**src/rtl/uart_tx_sched_if.sv**
```systemverilog
`default_nettype none
// ============================================================================
// Module      : uart_tx_sched_if
// Description : Producer-side and UART-side signal bundle for the
//               four-requester UART transmit scheduler. The scheduler takes
//               the slave view; the producers plus the UART take the master
//               view.
// Revision    : 1.0 - initial release
// ============================================================================
interface uart_tx_sched_if;
    logic [3:0]  req;          // byte pending per requester
    logic [3:0]  lock;         // keep grant for the next byte
    logic [31:0] data_in;      // byte i on data_in[8*i+7:8*i]
    logic [3:0]  ack;          // byte of requester i captured
    logic [3:0]  grant;        // one-hot owner, 0 when idle
    logic        transmit;     // start request to UART TX
    logic [7:0]  data_tx;      // byte presented to UART TX
    logic        tx_busy;      // UART TX shifting a frame
    logic        timeout_err;  // UART never went busy
    logic        idle;         // scheduler in IDLE

    modport master (
        output req, lock, data_in, tx_busy,
        input  ack, grant, transmit, data_tx, timeout_err, idle
    );

    modport slave (
        input  req, lock, data_in, tx_busy,
        output ack, grant, transmit, data_tx, timeout_err, idle
    );
endinterface
`default_nettype wire

```
**src/rtl/uart_tx_sched.sv**
```systemverilog
`default_nettype none
// ============================================================================
// Module      : uart_tx_sched
// Description : Round-robin scheduler sharing one UART transmitter between
//               four byte producers, with optional grant locking so a
//               multi-byte packet from one producer stays contiguous.
// Revision    : 1.0 - initial release
// ============================================================================
module uart_tx_sched #(
    parameter logic [7:0] TIMEOUT = 8'd64,  // cycles transmit may wait for tx_busy
    parameter logic [8:0] GAP     = 9'd0    // idle cycles after tx_busy falls
) (
    input  logic           clk,
    input  logic           nRst,
    uart_tx_sched_if.slave bus
);

    localparam logic [1:0] c_ST_IDLE  = 2'd0;
    localparam logic [1:0] c_ST_SEND  = 2'd1;
    localparam logic [1:0] c_ST_DRAIN = 2'd2;
    localparam logic [1:0] c_ST_GAP   = 2'd3;

    logic [1:0] r_state,       w_state_nxt;
    logic [1:0] r_ptr,         w_ptr_nxt;
    logic [1:0] r_owner,       w_owner_nxt;
    logic       r_lock_held,   w_lock_held_nxt;
    logic [7:0] r_cnt,         w_cnt_nxt;
    logic [8:0] r_gap_cnt,     w_gap_cnt_nxt;
    logic [3:0] r_ack,         w_ack_nxt;
    logic [3:0] r_grant,       w_grant_nxt;
    logic       r_transmit,    w_transmit_nxt;
    logic [7:0] r_data_tx,     w_data_tx_nxt;
    logic       r_timeout_err, w_timeout_err_nxt;

    logic [1:0] w_scan;
    logic [1:0] w_rr_idx;
    logic       w_rr_found;
    logic       w_lock_hit;
    logic       w_win_valid;
    logic [1:0] w_win;
    logic [3:0] w_win_onehot;
    logic [1:0] w_owner_inc;
    logic       w_done;

    // Round-robin search: first pending request at ptr, ptr+1, ... mod 4
    always_comb begin
        w_rr_found = 1'b0;
        w_rr_idx   = r_ptr;
        w_scan     = r_ptr;
        for (int k = 0; k < 4; k++) begin
            w_scan = r_ptr + k[1:0];
            if (!w_rr_found && bus.req[w_scan]) begin
                w_rr_found = 1'b1;
                w_rr_idx   = w_scan;
            end
        end
    end

    // A locked owner that still requests beats the round-robin choice
    assign w_lock_hit   = r_lock_held & bus.req[r_owner];
    assign w_win_valid  = w_lock_hit | w_rr_found;
    assign w_win        = w_lock_hit ? r_owner : w_rr_idx;
    assign w_win_onehot = 4'b0001 << w_win;
    assign w_owner_inc  = r_owner + 2'd1;

    // Next-state and registered-output computation
    always_comb begin
        w_state_nxt       = r_state;
        w_ptr_nxt         = r_ptr;
        w_owner_nxt       = r_owner;
        w_lock_held_nxt   = r_lock_held;
        w_cnt_nxt         = r_cnt;
        w_gap_cnt_nxt     = r_gap_cnt;
        w_ack_nxt         = 4'b0000;
        w_grant_nxt       = r_grant;
        w_transmit_nxt    = r_transmit;
        w_data_tx_nxt     = r_data_tx;
        w_timeout_err_nxt = 1'b0;
        w_done            = 1'b0;

        case (r_state)
            c_ST_IDLE: begin
                // Owner went quiet: drop the lock, plain round-robin applies
                if (!w_lock_hit) begin
                    w_lock_held_nxt = 1'b0;
                end
                if (w_win_valid) begin
                    w_state_nxt     = c_ST_SEND;
                    w_transmit_nxt  = 1'b1;
                    w_data_tx_nxt   = bus.data_in[{w_win, 3'b000} +: 8];
                    w_ack_nxt       = w_win_onehot;
                    w_grant_nxt     = w_win_onehot;
                    w_owner_nxt     = w_win;
                    w_lock_held_nxt = bus.lock[w_win];
                    w_cnt_nxt       = 8'd0;
                end
            end

            c_ST_SEND: begin
                w_cnt_nxt = r_cnt + 8'd1;
                if (bus.tx_busy) begin
                    w_transmit_nxt = 1'b0;
                    w_state_nxt    = c_ST_DRAIN;
                end else if (r_cnt == TIMEOUT - 8'd1) begin
                    // UART never picked the byte up: abort and move past owner
                    w_transmit_nxt    = 1'b0;
                    w_timeout_err_nxt = 1'b1;
                    w_grant_nxt       = 4'b0000;
                    w_lock_held_nxt   = 1'b0;
                    w_ptr_nxt         = w_owner_inc;
                    w_state_nxt       = c_ST_IDLE;
                end
            end

            c_ST_DRAIN: begin
                if (!bus.tx_busy) begin
                    if (GAP == 9'd0) begin
                        w_done = 1'b1;
                    end else begin
                        w_state_nxt   = c_ST_GAP;
                        w_gap_cnt_nxt = 9'd0;
                    end
                end
            end

            c_ST_GAP: begin
                w_gap_cnt_nxt = r_gap_cnt + 9'd1;
                if (r_gap_cnt == GAP - 9'd1) begin
                    w_done = 1'b1;
                end
            end

            default: begin
                w_state_nxt = c_ST_IDLE;
            end
        endcase

        // Frame finished: release grant; a held lock keeps ptr where it is
        if (w_done) begin
            w_state_nxt = c_ST_IDLE;
            w_grant_nxt = 4'b0000;
            if (!r_lock_held) begin
                w_ptr_nxt = w_owner_inc;
            end
        end
    end

    // State and output registers, cleared immediately by nRst
    always_ff @(posedge clk or negedge nRst) begin
        if (!nRst) begin
            r_state       <= c_ST_IDLE;
            r_ptr         <= 2'd0;
            r_owner       <= 2'd0;
            r_lock_held   <= 1'b0;
            r_cnt         <= 8'd0;
            r_gap_cnt     <= 9'd0;
            r_ack         <= 4'b0000;
            r_grant       <= 4'b0000;
            r_transmit    <= 1'b0;
            r_data_tx     <= 8'd0;
            r_timeout_err <= 1'b0;
        end else begin
            r_state       <= w_state_nxt;
            r_ptr         <= w_ptr_nxt;
            r_owner       <= w_owner_nxt;
            r_lock_held   <= w_lock_held_nxt;
            r_cnt         <= w_cnt_nxt;
            r_gap_cnt     <= w_gap_cnt_nxt;
            r_ack         <= w_ack_nxt;
            r_grant       <= w_grant_nxt;
            r_transmit    <= w_transmit_nxt;
            r_data_tx     <= w_data_tx_nxt;
            r_timeout_err <= w_timeout_err_nxt;
        end
    end

    assign bus.ack         = r_ack;
    assign bus.grant       = r_grant;
    assign bus.transmit    = r_transmit;
    assign bus.data_tx     = r_data_tx;
    assign bus.timeout_err = r_timeout_err;
    assign bus.idle        = (r_state == c_ST_IDLE);

endmodule
`default_nettype wire
```
**src/flat_wrapper.sv**
```systemverilog
// flat-port wrapper written by rule: the top's interface ports become plain ports
module uart_tx_sched_flat 
#(
    parameter logic [7:0] TIMEOUT = 8'd64,                                         
    parameter logic [8:0] GAP     = 9'd0                                      
)
  (clk, nRst, bus_req, bus_lock, bus_data_in, bus_tx_busy, bus_ack, bus_grant, bus_transmit, bus_data_tx, bus_timeout_err, bus_idle);
  uart_tx_sched_if bus_i ();
  input  logic clk;
  input  logic nRst;
  input wire logic [$bits(bus_i.req)-1:0] bus_req;
  input wire logic [$bits(bus_i.lock)-1:0] bus_lock;
  input wire logic [$bits(bus_i.data_in)-1:0] bus_data_in;
  input wire logic [$bits(bus_i.tx_busy)-1:0] bus_tx_busy;
  output wire logic [$bits(bus_i.ack)-1:0] bus_ack;
  output wire logic [$bits(bus_i.grant)-1:0] bus_grant;
  output wire logic [$bits(bus_i.transmit)-1:0] bus_transmit;
  output wire logic [$bits(bus_i.data_tx)-1:0] bus_data_tx;
  output wire logic [$bits(bus_i.timeout_err)-1:0] bus_timeout_err;
  output wire logic [$bits(bus_i.idle)-1:0] bus_idle;
  assign bus_i.req = bus_req;
  assign bus_i.lock = bus_lock;
  assign bus_i.data_in = bus_data_in;
  assign bus_i.tx_busy = bus_tx_busy;
  assign bus_ack = bus_i.ack;
  assign bus_grant = bus_i.grant;
  assign bus_transmit = bus_i.transmit;
  assign bus_data_tx = bus_i.data_tx;
  assign bus_timeout_err = bus_i.timeout_err;
  assign bus_idle = bus_i.idle;
  uart_tx_sched #(.TIMEOUT(TIMEOUT), .GAP(GAP)) u_core (.clk(clk), .nRst(nRst), .bus(bus_i));
endmodule
```
**config.mk**
```make
export PLATFORM = sky130hd
export DESIGN_NAME = uart_tx_sched_flat
export DESIGN_NICKNAME = d
export VERILOG_FILES = /design/src/rtl/uart_tx_sched_if.sv /design/src/rtl/uart_tx_sched.sv /design/src/flat_wrapper.sv
export SDC_FILE = /design/constraint.sdc
export NUM_CORES = 1
export LEC_CHECK = 0
export ABC_AREA = 0
export BUFFER_PORTS_ARGS = -buffer_cell sky130_fd_sc_hd__buf_4
export CAP_MARGIN = 20
export CORE_AREA = 5 5 95 97
export CTS_CLUSTER_DIAMETER = 50
export DETAILED_ROUTE_END_ITERATION = 10
export DIE_AREA = 0 0 100 102
export GPL_TIMING_DRIVEN = 0
export MAX_ROUTING_LAYER = met4
export PLACE_DENSITY_LB_ADDON = 0.3
export SLEW_MARGIN = 20
export SYNTH_ARGS = -nofsm -noshare
export SYNTH_HDL_FRONTEND = slang
export SYNTH_SLANG_ARGS = --single-unit
```
**constraint.sdc**
```tcl
create_clock -name clk -period 2.19 [get_ports clk]
set_input_delay 0.3285 -clock clk [delete_from_list [all_inputs] [get_ports clk]]
set_output_delay 0.3285 -clock clk [all_outputs]
set_load 0.03 [all_outputs]
```
==> results_dict.tcl, run 1 <==
set metrics [dict create \
    synth_fp_nets 281 \
    core.rowCount 33 \
    maxCapViolCount 0 \
    placed_area_um2 2960 \
    setup-violations-final 0 \
    core-area_um2 8050 \
    grt_util_all_layers_pct 11.3 \
    syn_to_final_growth_pct 33.3 \
    wl_per_cell_um 13.7 \
    grt.overflow.total 0 \
    crit_path_start "u_core.r_cnt[0]" \
    yosysWarnings 0 \
    hp-class "primary input to async pin" \
    async_reset_ff_share_pct 100 \
    status "completed" \
    cp_max_fo 5 \
    r2r_cells 7 \
    firstDrtPassIters 4 \
    h-tree-depth 2 \
    diodes 0 \
    synth.avg_cell_area_um2 10.1 \
    die_w_um 100 \
    arrival_ns 2.24 \
    drv_slew 0 \
    vdd_drop_max_mv 0.404 \
    drt.antenna.violating_nets 0 \
    vias_per_cell 4.79 \
    cts_buffers 5 \
    reg2reg_from "u_core.r_cnt[0]" \
    fin_util_pct 39.2 \
    crit_type "register to register" \
    whs_ns 0.0128 \
    dieArea_um2 10200 \
    fmax_mhz 485 \
    ys.flop_type "dfrtp_1" \
    grt_max_degree 43 \
    hold_viol_final 0 \
    grt_pass1_vias 1946 \
    crit_required_ns 2.37 \
    cellLeakagePower_nw 1.45 \
    vias 1964 \
    port_buffers 61 \
    synth.distinct_cells 44 \
    finClkSkew_ns 0.0106 \
    nNetsFinal 350 \
    slew_headroom_pct 63.7 \
    route.detailed.drc 0 \
    fp.dieH_um 102 \
    p_per_area_nw_per_um2 1300 \
    ys_seq_area_share_pct 44.4 \
    drive_gt1_share_pct 35.7 \
    insertion_delay_ns 0.29 \
    final_area_um2 3160 \
    cts_tree "built" \
    ioPinCount 62 \
    synthCells 235 \
    clockBufferDepth 2 \
    dpl.hpwl_mm 4.22 \
    worstMarginPinSlew_ns 0.545 \
    finalWeightedCongestion 0.828 \
    initial_core_util_pct 29.4 \
    cts-root-buf "clkbuf_8" \
    path_clk_slew_ns 0.08 \
    clock-sinks 42 \
    synth_area_um2 2370 \
    finalCritPeriodShare_pct 94.2 \
    fin_crit_ns 2.06 \
    synth_edf_count 0 \
    startpoint_type "register" \
    grt_pass1_wl_mm 9.15 \
    ys_ff_latch 42 \
    dr.first_iter.drc_count 67 \
    antenna_found_initial 0 \
    wl_mm 5.61 \
    endpoint_kind "register" \
]
-- per-layer routing --
metal	routed length [um]	vias up	track usage, %
met5	0	-	-
met4	12	0	1.55
met3	424	2	3.62
met2	2580	50	17.9
met1	2590	930	14.6
li1	-	982	-
-- layout by cell type (no fill, tap or decap), types with 4 or more instances in the layout --
cell      Yosys  layout
nor2b_1       6       6
mux2_2        4       4
o221ai_1      5       4
buf_4         5      67
o221ai_2      5       6
o31ai_1       5       4
xnor2_1       6       6
nand2b_1      5       4
clkbuf_8      0       5
dfrtp_1      42      42
nand3_1      10      10
nor2_1       18      17
o21ai_0      15      15
inv_1         6       6
nand2_1      31      30
mux2i_1      18      16
-- cells by family (layout without fill, tap and decap cells) --
logic type               count (synthesis)  in the layout  share of synthesized area (%)
AND/OR/NAND/NOR                         81             81                           15.8
AO/OA/AOI/OAI                           57             57                           19.0
flip-flops                              42             42                           44.4
multiplexers                            23             23                           10.5
buffers and inverters                   20             90                           5.44
XOR/XNOR                                 9              9                           3.33
adder cells (fa/ha/maj)                  3              3                           1.58
-- area by class of cell --
class	instances	area, um2
Multi-Input combinational cell	173	1270
Clock buffer	5	68.8
Buffer	13	98.8
Sequential cell	42	1050
Timing Repair Buffer	63	473
Fill cell	796	4890
Tap cell	105	131
Clock inverter	3	43.8
Inverter	6	22.5
-- sequential cells by signal, indices dropped and copies added (netlist names) --
| signal | count |
|---|---|
| u_core.bus.ack | 4 |
| u_core.bus.transmit | 1 |
| u_core.bus.grant | 4 |
| u_core.bus.data_tx | 8 |
| u_core.r_ptr | 2 |
| u_core.r_gap_cnt | 9 |
| u_core.r_owner | 2 |
| u_core.r_cnt | 8 |
| u_core.bus.timeout_err | 1 |
| u_core.r_lock_held | 1 |
| u_core.r_state | 2 |
-- per-stage QoR --
step	instances	setup slack [ns]	total power, mW	setup TNS, ns
6_report	410	0.128	4.12	0
5_1_grt	410	-0.0140	4.45	-0.0140
4_1_cts	410	0.0700	4.11	0
3_5_place_dp	401	-0.0995	3.47	-0.752
3_3_place_gp	401	-0.0717	3.43	-0.537
2_1_floorplan	235	0.247	2.82	0
-- report_power, final --
group | switching (mW) | internal [mW] | total [mW]
combinational | 1.30 | 0.982 | 2.28
clock | 0.272 | 0.342 | 0.613
sequential | 0.187 | 1.04 | 1.23
total | 1.76 | 2.36 | 4.12
-- timing repair --
item | 4_1_cts | 5_1_grt
hold buffers | 0 | 0
endpoints found under the hold margin | 0 | 0
setup endpoints to repair | 7 | 18
setup buffers | 1 | 1
pin swaps | 1 | 2
gates resized for setup | 0 | 15
-- cells in the mapped netlist (all sizes together), types with 2 or more instances --
library cell	n	share of area [%]
nand2	31	4.9
ha	3	1.6
nor3	4	0.85
o2bb2ai	3	1.6
mux2i	18	7.6
nand3	10	2.1
o22ai	3	1.1
o21ai	17	3.6
and3	2	0.53
a21o	3	0.95
clkbuf	3	0.48
o31ai	5	1.6
nor2b	6	1.6
xnor2	6	2.2
o211ai	2	0.85
nand2b	5	1.3
or2	2	0.63
inv	6	0.95
a22oi	3	0.95
o221ai	10	5.0
a31oi	3	0.79
mux2	4	1.9
nor2	18	2.9
buf	11	4.0
dfrtp	42	44
xor2	3	1.1
a21oi	4	0.85
-- final timing paths --
check                      slack (ns)                    end
max in group asynchronous        1.80    u_core.bus.grant[3]
hold / removal                   0.01        u_core.r_cnt[2]
hold reg to reg                  0.49    u_core.r_gap_cnt[7]
setup / recovery                 0.13        u_core.r_ptr[1]
min in group clk                 0.36  u_core.bus.data_tx[0]
setup reg to reg                 0.13        u_core.r_ptr[1]
-- worst max-delay path, stage by stage (launching register included) --
cell and delay (ns):
dfrtp_1 0.41, ha_1 0.21, and3_1 0.22, nand3_1 0.15, or4_4 0.47, nor2_2 0.14
a31oi_1 0.07, mux2_2 0.29
(Power assumes the default switching activity.)
==> inputs of run 2 (changes only) <==
==> constraint.sdc (replaced) <==
create_clock -name clk -period 2.3 [get_ports clk]
set_input_delay 0.345 -clock clk [delete_from_list [all_inputs] [get_ports clk]]
set_output_delay 0.345 -clock clk [all_outputs]
set_load 0.03 [all_outputs]
==> run 2 against run 1 <==
  * Cell count is the same
  * Power shrank 6.4%
  * Clock power down 5.1%
  * Final area shrank 2.1%
  * Combinational power decreased by 7%
  * Fmax fell by 3.7%
  * Critical path type unchanged
  * Critical endpoint is now u_core.bus.data_tx[1]
==> results_dict.tcl, run 2 (synthesis results as in run 1) <==
set metrics [dict create \
    vias_per_cell 4.74 \
    worstMarginPinSlew_ns 0.543 \
    p_per_area_nw_per_um2 1250 \
    setup-violations-final 0 \
    layout_common_cells "buf_4 (67), dfrtp_1 (42), nand2_1 (31), nor2_1 (18), mux2i_1 (18)" \
    largest_reg_flops 9 \
    grt_util_all_layers_pct 11.3 \
    top_register "u_core.r_gap_cnt" \
    port_buffers 61 \
    endpoint_kind "register" \
    cts_buffers 5 \
    grt.overflow.total 0 \
    core.rowCount 33 \
    grt_max_degree 43 \
    clockBufferDepth 2 \
    slowest_stage "dfrtp_1" \
    wl_mm 5.50 \
    ioPinCount 62 \
    dp_slack_ns -0.00599 \
    fin_crit_ns 2.14 \
    fin_ws_ns 0.158 \
    dr.first_iter.drc_count 58 \
    initial_core_util_pct 29.4 \
    vdd_drop_max_mv 0.373 \
    drive_gt1_share_pct 32.1 \
    dpl.hpwl_mm 4.22 \
    diodes 0 \
    dieArea_um2 10200 \
    wl_per_cell_um 13.4 \
    core-area_um2 8050 \
    fmax_mhz 467 \
    hold_viol_final 0 \
    cts-root-buf "clkbuf_8" \
    drv_slew 0 \
    final_common_cell "buf_4" \
    crit_required_ns 2.47 \
    fillCellCount 802 \
    nNetsFinal 350 \
    worstPathCellList "buf_2 -> nor4b_1 -> a32oi_1 -> a211oi_4 -> nand2b_1 -> buf_6 -> or2_4 -> buf_6 -> buf_12 -> o221ai_2" \
    crit_type "register to register" \
    hp-class "primary input to async pin" \
    cp_max_fo 10 \
    status "completed" \
    arrival_ns 2.31 \
    grt_pass1_wl_mm 9.14 \
    timing.critical_path.mode_cell "buf_6" \
    cellLeakagePower_nw 1.44 \
    slew_headroom_pct 63.8 \
    die_w_um 100 \
    h-tree-depth 2 \
    cts_hold_buf 0 \
    finalCritPeriodShare_pct 93.1 \
    cts_tree "built" \
    finClkSkew_ns 0.0103 \
    antenna_found_initial 0 \
    vias 1942 \
    path_clk_slew_ns 0.08 \
    clock-sinks 42 \
    critical-path-max-stage-delay_ns 0.36 \
    setup_tns_ns 0 \
    syn_to_final_growth_pct 30.5 \
    drt.antenna.violating_nets 0 \
    maxCapViolCount 0 \
    grt_pass1_vias 1942 \
    finalWeightedCongestion 0.828 \
    firstDrtPassIters 4 \
    route.detailed.drc 0 \
    startpoint_type "register" \
    insertion_delay_ns 0.29 \
    fp.dieH_um 102 \
]
run 2: metrics by stage:
stage | cells | cell area (um2) | total power [mW] | hold slack, ns | utilization [%]
6_report | 410 | 3090 | 3.86 | 0.0306 | 38.4
5_1_grt | 410 | 3090 | 4.17 | 0.0720 | 38.4
4_1_cts | 409 | 3070 | 3.91 | 0.0429 | 38.1
3_5_place_dp | 401 | 2960 | 3.30 | 0.373 | 36.7
3_3_place_gp | 401 | 2960 | 3.27 | 0.371 | 36.7
2_1_floorplan | 235 | 2370 | 2.69 | 0.0494 | -
run 2: critical path, delay by kind of cell, from the launching register on:
kind,cells,cell delay (ns)
flip-flops,1,0.36
AO/OA/AOI/OAI,3,0.50
AND/OR/NAND/NOR,3,0.60
buffers and inverters,4,0.54
run 2: worst paths after layout:
check / from / to / slack [ns] / cells past startpoint
max: u_core.r_ptr[0] / u_core.bus.data_tx[1] / 0.16 / 10
min: nRst / u_core.r_cnt[2] / 0.03 / 1
max reg2reg: u_core.r_ptr[0] / u_core.bus.data_tx[1] / 0.16 / 10
min reg2reg: u_core.r_gap_cnt[7] / u_core.r_gap_cnt[7] / 0.49 / 1
max in group asynchronous: nRst / u_core.bus.grant[1] / 1.89 / 1
min in group clk: bus_data_in[8] / u_core.bus.data_tx[0] / 0.38 / 3
run 2: layer usage:
layer  global-route usage [%]  vias to the layer above  wire length (um)
met2                     17.9                       58              2520
li1                         -                      980                 -
met5                        -                        -                 0
met3                     3.62                        2               439
met4                     1.55                        0                12
met1                     14.6                      902              2530
run 2: where the power goes:
part | total (mW) | internal, mW | switching [mW]
Clock | 0.582 | 0.325 | 0.257
Sequential | 1.17 | 0.990 | 0.178
Combinational | 2.11 | 0.902 | 1.20
Total | 3.86 | 2.22 | 1.64
run 2: repair_timing:
item                                    in CTS  in global routing
endpoints found under the setup margin       0                 14
gates resized for setup                      0                  2
buffers inserted                             0                  1
run 2: cell type report:
type                            count  area (um2)  share of cell area (%)
Multi-Input combinational cell    173        1200                    38.9
Sequential cell                    42        1050                    34.0
Timing Repair Buffer               62         465                    15.1
Tap cell                          105         131                    4.25
Buffer                             14         106                    3.44
Clock buffer                        5        68.8                    2.23
Clock inverter                      3        43.8                    1.42
Inverter                            6        22.5                   0.729
==> inputs of run 3 (changes only) <==
--- a/config.mk
+++ b/config.mk
@@ -15,6 +15,7 @@
 export GPL_TIMING_DRIVEN = 0
 export MAX_ROUTING_LAYER = met4
 export PLACE_DENSITY_LB_ADDON = 0.3
+export SETUP_SLACK_MARGIN = 0.3
 export SLEW_MARGIN = 20
 export SYNTH_ARGS = -nofsm -noshare
 export SYNTH_HDL_FRONTEND = slang
==> run 3 against run 2 <==
  * Critical path type unchanged
  * Routed wire length rose by 5.8%
  * Worst setup slack improved by 0.13 ns
  * Core utilization rose by 3.0 points
  * Critical endpoint is now u_core.bus.grant[3]
  * Sequential cell count did not move
==> results_dict.tcl, run 3 (synthesis results as in run 1) <==
set metrics [dict create \
    cp.buffers_inverters 4 \
    critPathTopFamily "buffers and inverters" \
    status "completed" \
    port_buffers 61 \
    dieArea_um2 10200 \
    grt_pass1_vias 2026 \
    layout_common_cells "buf_4 (75), dfrtp_1 (42), nand2_1 (30), nor2_1 (16), mux2i_1 (15)" \
    firstDrtPassIters 4 \
    rsz0062_at_grt "yes" \
    dp_slack_ns -0.00599 \
    largest_reg_flops 9 \
    antenna_found_initial 0 \
    core-area_um2 8050 \
    startpoint_type "register" \
    final_area_um2 3330 \
    slew_headroom_pct 64.1 \
    grt_pass1_wl_mm 9.49 \
    grt_max_degree 43 \
    wl_per_cell_um 13.7 \
    final_common_cell "buf_4" \
    cts-root-buf "clkbuf_8" \
    syn_to_final_growth_pct 40.7 \
    r2r_end "u_core.bus.grant[3]" \
    finalWeightedCongestion 0.828 \
    top_register "u_core.r_gap_cnt" \
    drt.antenna.violating_nets 0 \
    cellLeakagePower_nw 1.53 \
    power.share.clock_pct 13.9 \
    r2r_cells 10 \
    ioPinCount 62 \
    p_sw_mw 1.75 \
    core.rowCount 33 \
    cts_buffers 5 \
    power.share.combinational_pct 58.4 \
    route.detailed.drc 0 \
    endpoint_kind "register" \
    dr.first_iter.drc_count 42 \
    p_per_area_nw_per_um2 1260 \
    setup-violations-final 0 \
    finClkSkew_ns 0.0110 \
    rrSetupSlack_ns 0.29 \
    diodes 0 \
    drive_gt1_share_pct 40.4 \
    placed_area_um2 2960 \
    initial_core_util_pct 29.4 \
    h-tree-depth 2 \
    cts_hold_buf 0 \
    p_seq_share_pct 27.8 \
    clock-sinks 42 \
    drv_slew 0 \
    fin_ws_ns 0.293 \
    cts_tree "built" \
    swShare_pct 41.5 \
    wl_mm 5.82 \
    nNetsFinal 364 \
    vias_per_cell 4.75 \
    vdd_drop_max_mv 0.439 \
    reg2reg_from "u_core.r_owner[0]" \
    timing.critical_path.mode_cell "buf_6" \
    fin_crit_ns 2.01 \
    worstPathCellList "buf_6 -> mux2i_4 -> o22ai_2 -> a211oi_2 -> nand2b_4 -> buf_6 -> or2_4 -> buf_8 -> clkbuf_16 -> o2bb2ai_2" \
    critical-path-max-stage-delay_ns 0.38 \
    fp.dieH_um 102 \
    die_w_um 100 \
    vias 2016 \
    cp_max_fo 7 \
    insertion_delay_ns 0.29 \
    crit_type "register to register" \
    fmax_mhz 498 \
    crit_required_ns 2.51 \
    grt.overflow.total 0 \
    intPower_mw 2.46 \
    hold_viol_final 0 \
    grt_util_all_layers_pct 11.7 \
    finalCritPeriodShare_pct 87.3 \
    clockBufferDepth 2 \
    path_clk_slew_ns 0.08 \
    worstMarginPinSlew_ns 0.539 \
    dpl.hpwl_mm 4.22 \
    arrival_ns 2.22 \
    maxCapViolCount 0 \
    hp-class "primary input to async pin" \
    slowest_stage "dfrtp_1" \
]
run 3: cell count changes in the layout (fill, tap and decap cells not counted), sizes merged:
| cell | change |
|---|---|
| buf | +13 |
| clkbuf | +1 |
run 3: per-layer routing:
metal / share of wire (%) / vias to the layer above / wire, um / global-route usage [%]
met5: 0 / - / 0 / -
met4: 0.21 / 0 / 12 / 1.55
met3: 7.1 / 2 / 415 / 3.62
met2: 47 / 50 / 2760 / 18.8
met1: 45 / 952 / 2630 / 15.0
li1: - / 1012 / - / -
run 3: per-stage QoR:
stage	instances	utilization, %	hold slack [ns]	power (mW)	TNS (ns)
6_report	424	41.4	0.0288	4.20	0
5_1_grt	424	41.4	0.0675	4.52	0
4_1_cts	418	40.2	0.0429	4.14	0
3_5_place_dp	401	36.7	0.373	3.30	-0.00704
3_3_place_gp	401	36.7	0.371	3.27	0
2_1_floorplan	235	-	0.0494	2.69	0
run 3: final cells by class:
| class | count | area [um2] |
|---|---|---|
| fillers | 786 | 4720 |
| multi-input cells | 173 | 1290 |
| flip-flops and latches | 42 | 1050 |
| repair buffers | 76 | 588 |
| plain buffers | 14 | 135 |
| well taps | 105 | 131 |
| clock buffers | 5 | 68.8 |
| clock inverters | 3 | 43.8 |
| inverters | 6 | 22.5 |
run 3: worst register-to-register path: stages, from the launching register on:
cell	delay, ns
dfrtp_1	0.38
buf_6	0.14
mux2i_4	0.19
o22ai_2	0.23
a211oi_2	0.08
nand2b_4	0.15
buf_6	0.13
or2_4	0.23
buf_8	0.14
clkbuf_16	0.15
o2bb2ai_2	0.12
run 3: how the worst max path moves through the flow:
stage / start / end / cells after the start
finish: u_core.r_owner[0] / u_core.bus.grant[3] / 10
global route: u_core.r_ptr[1] / u_core.bus.data_tx[1] / 8
CTS: u_core.r_owner[0] / u_core.bus.data_tx[1] / 10
detailed placement: bus_req[3] / u_core.bus.data_tx[1] / 10
global placement: bus_req[3] / u_core.bus.data_tx[1] / 10
floorplan: bus_req[3] / u_core.bus.data_tx[1] / 9
run 3: power groups by stage:
stage / Combinational (mW) / Sequential [mW] / Clock [mW]
2_1_floorplan: 1.29 / 1.39 / 0
3_3_place_gp: 2.09 / 1.18 / 0
3_5_place_dp: 2.12 / 1.18 / 0
4_1_cts: 2.36 / 1.17 / 0.612
5_1_grt: 2.67 / 1.20 / 0.642
6_report: 2.45 / 1.17 / 0.584
run 3: repair_timing:
action | in CTS | in global routing
pin swaps | 3 | 2
setup buffers | 9 | 5
cloned | 0 | 1
resized for setup | 21 | 11
setup endpoints to repair | 22 | 25
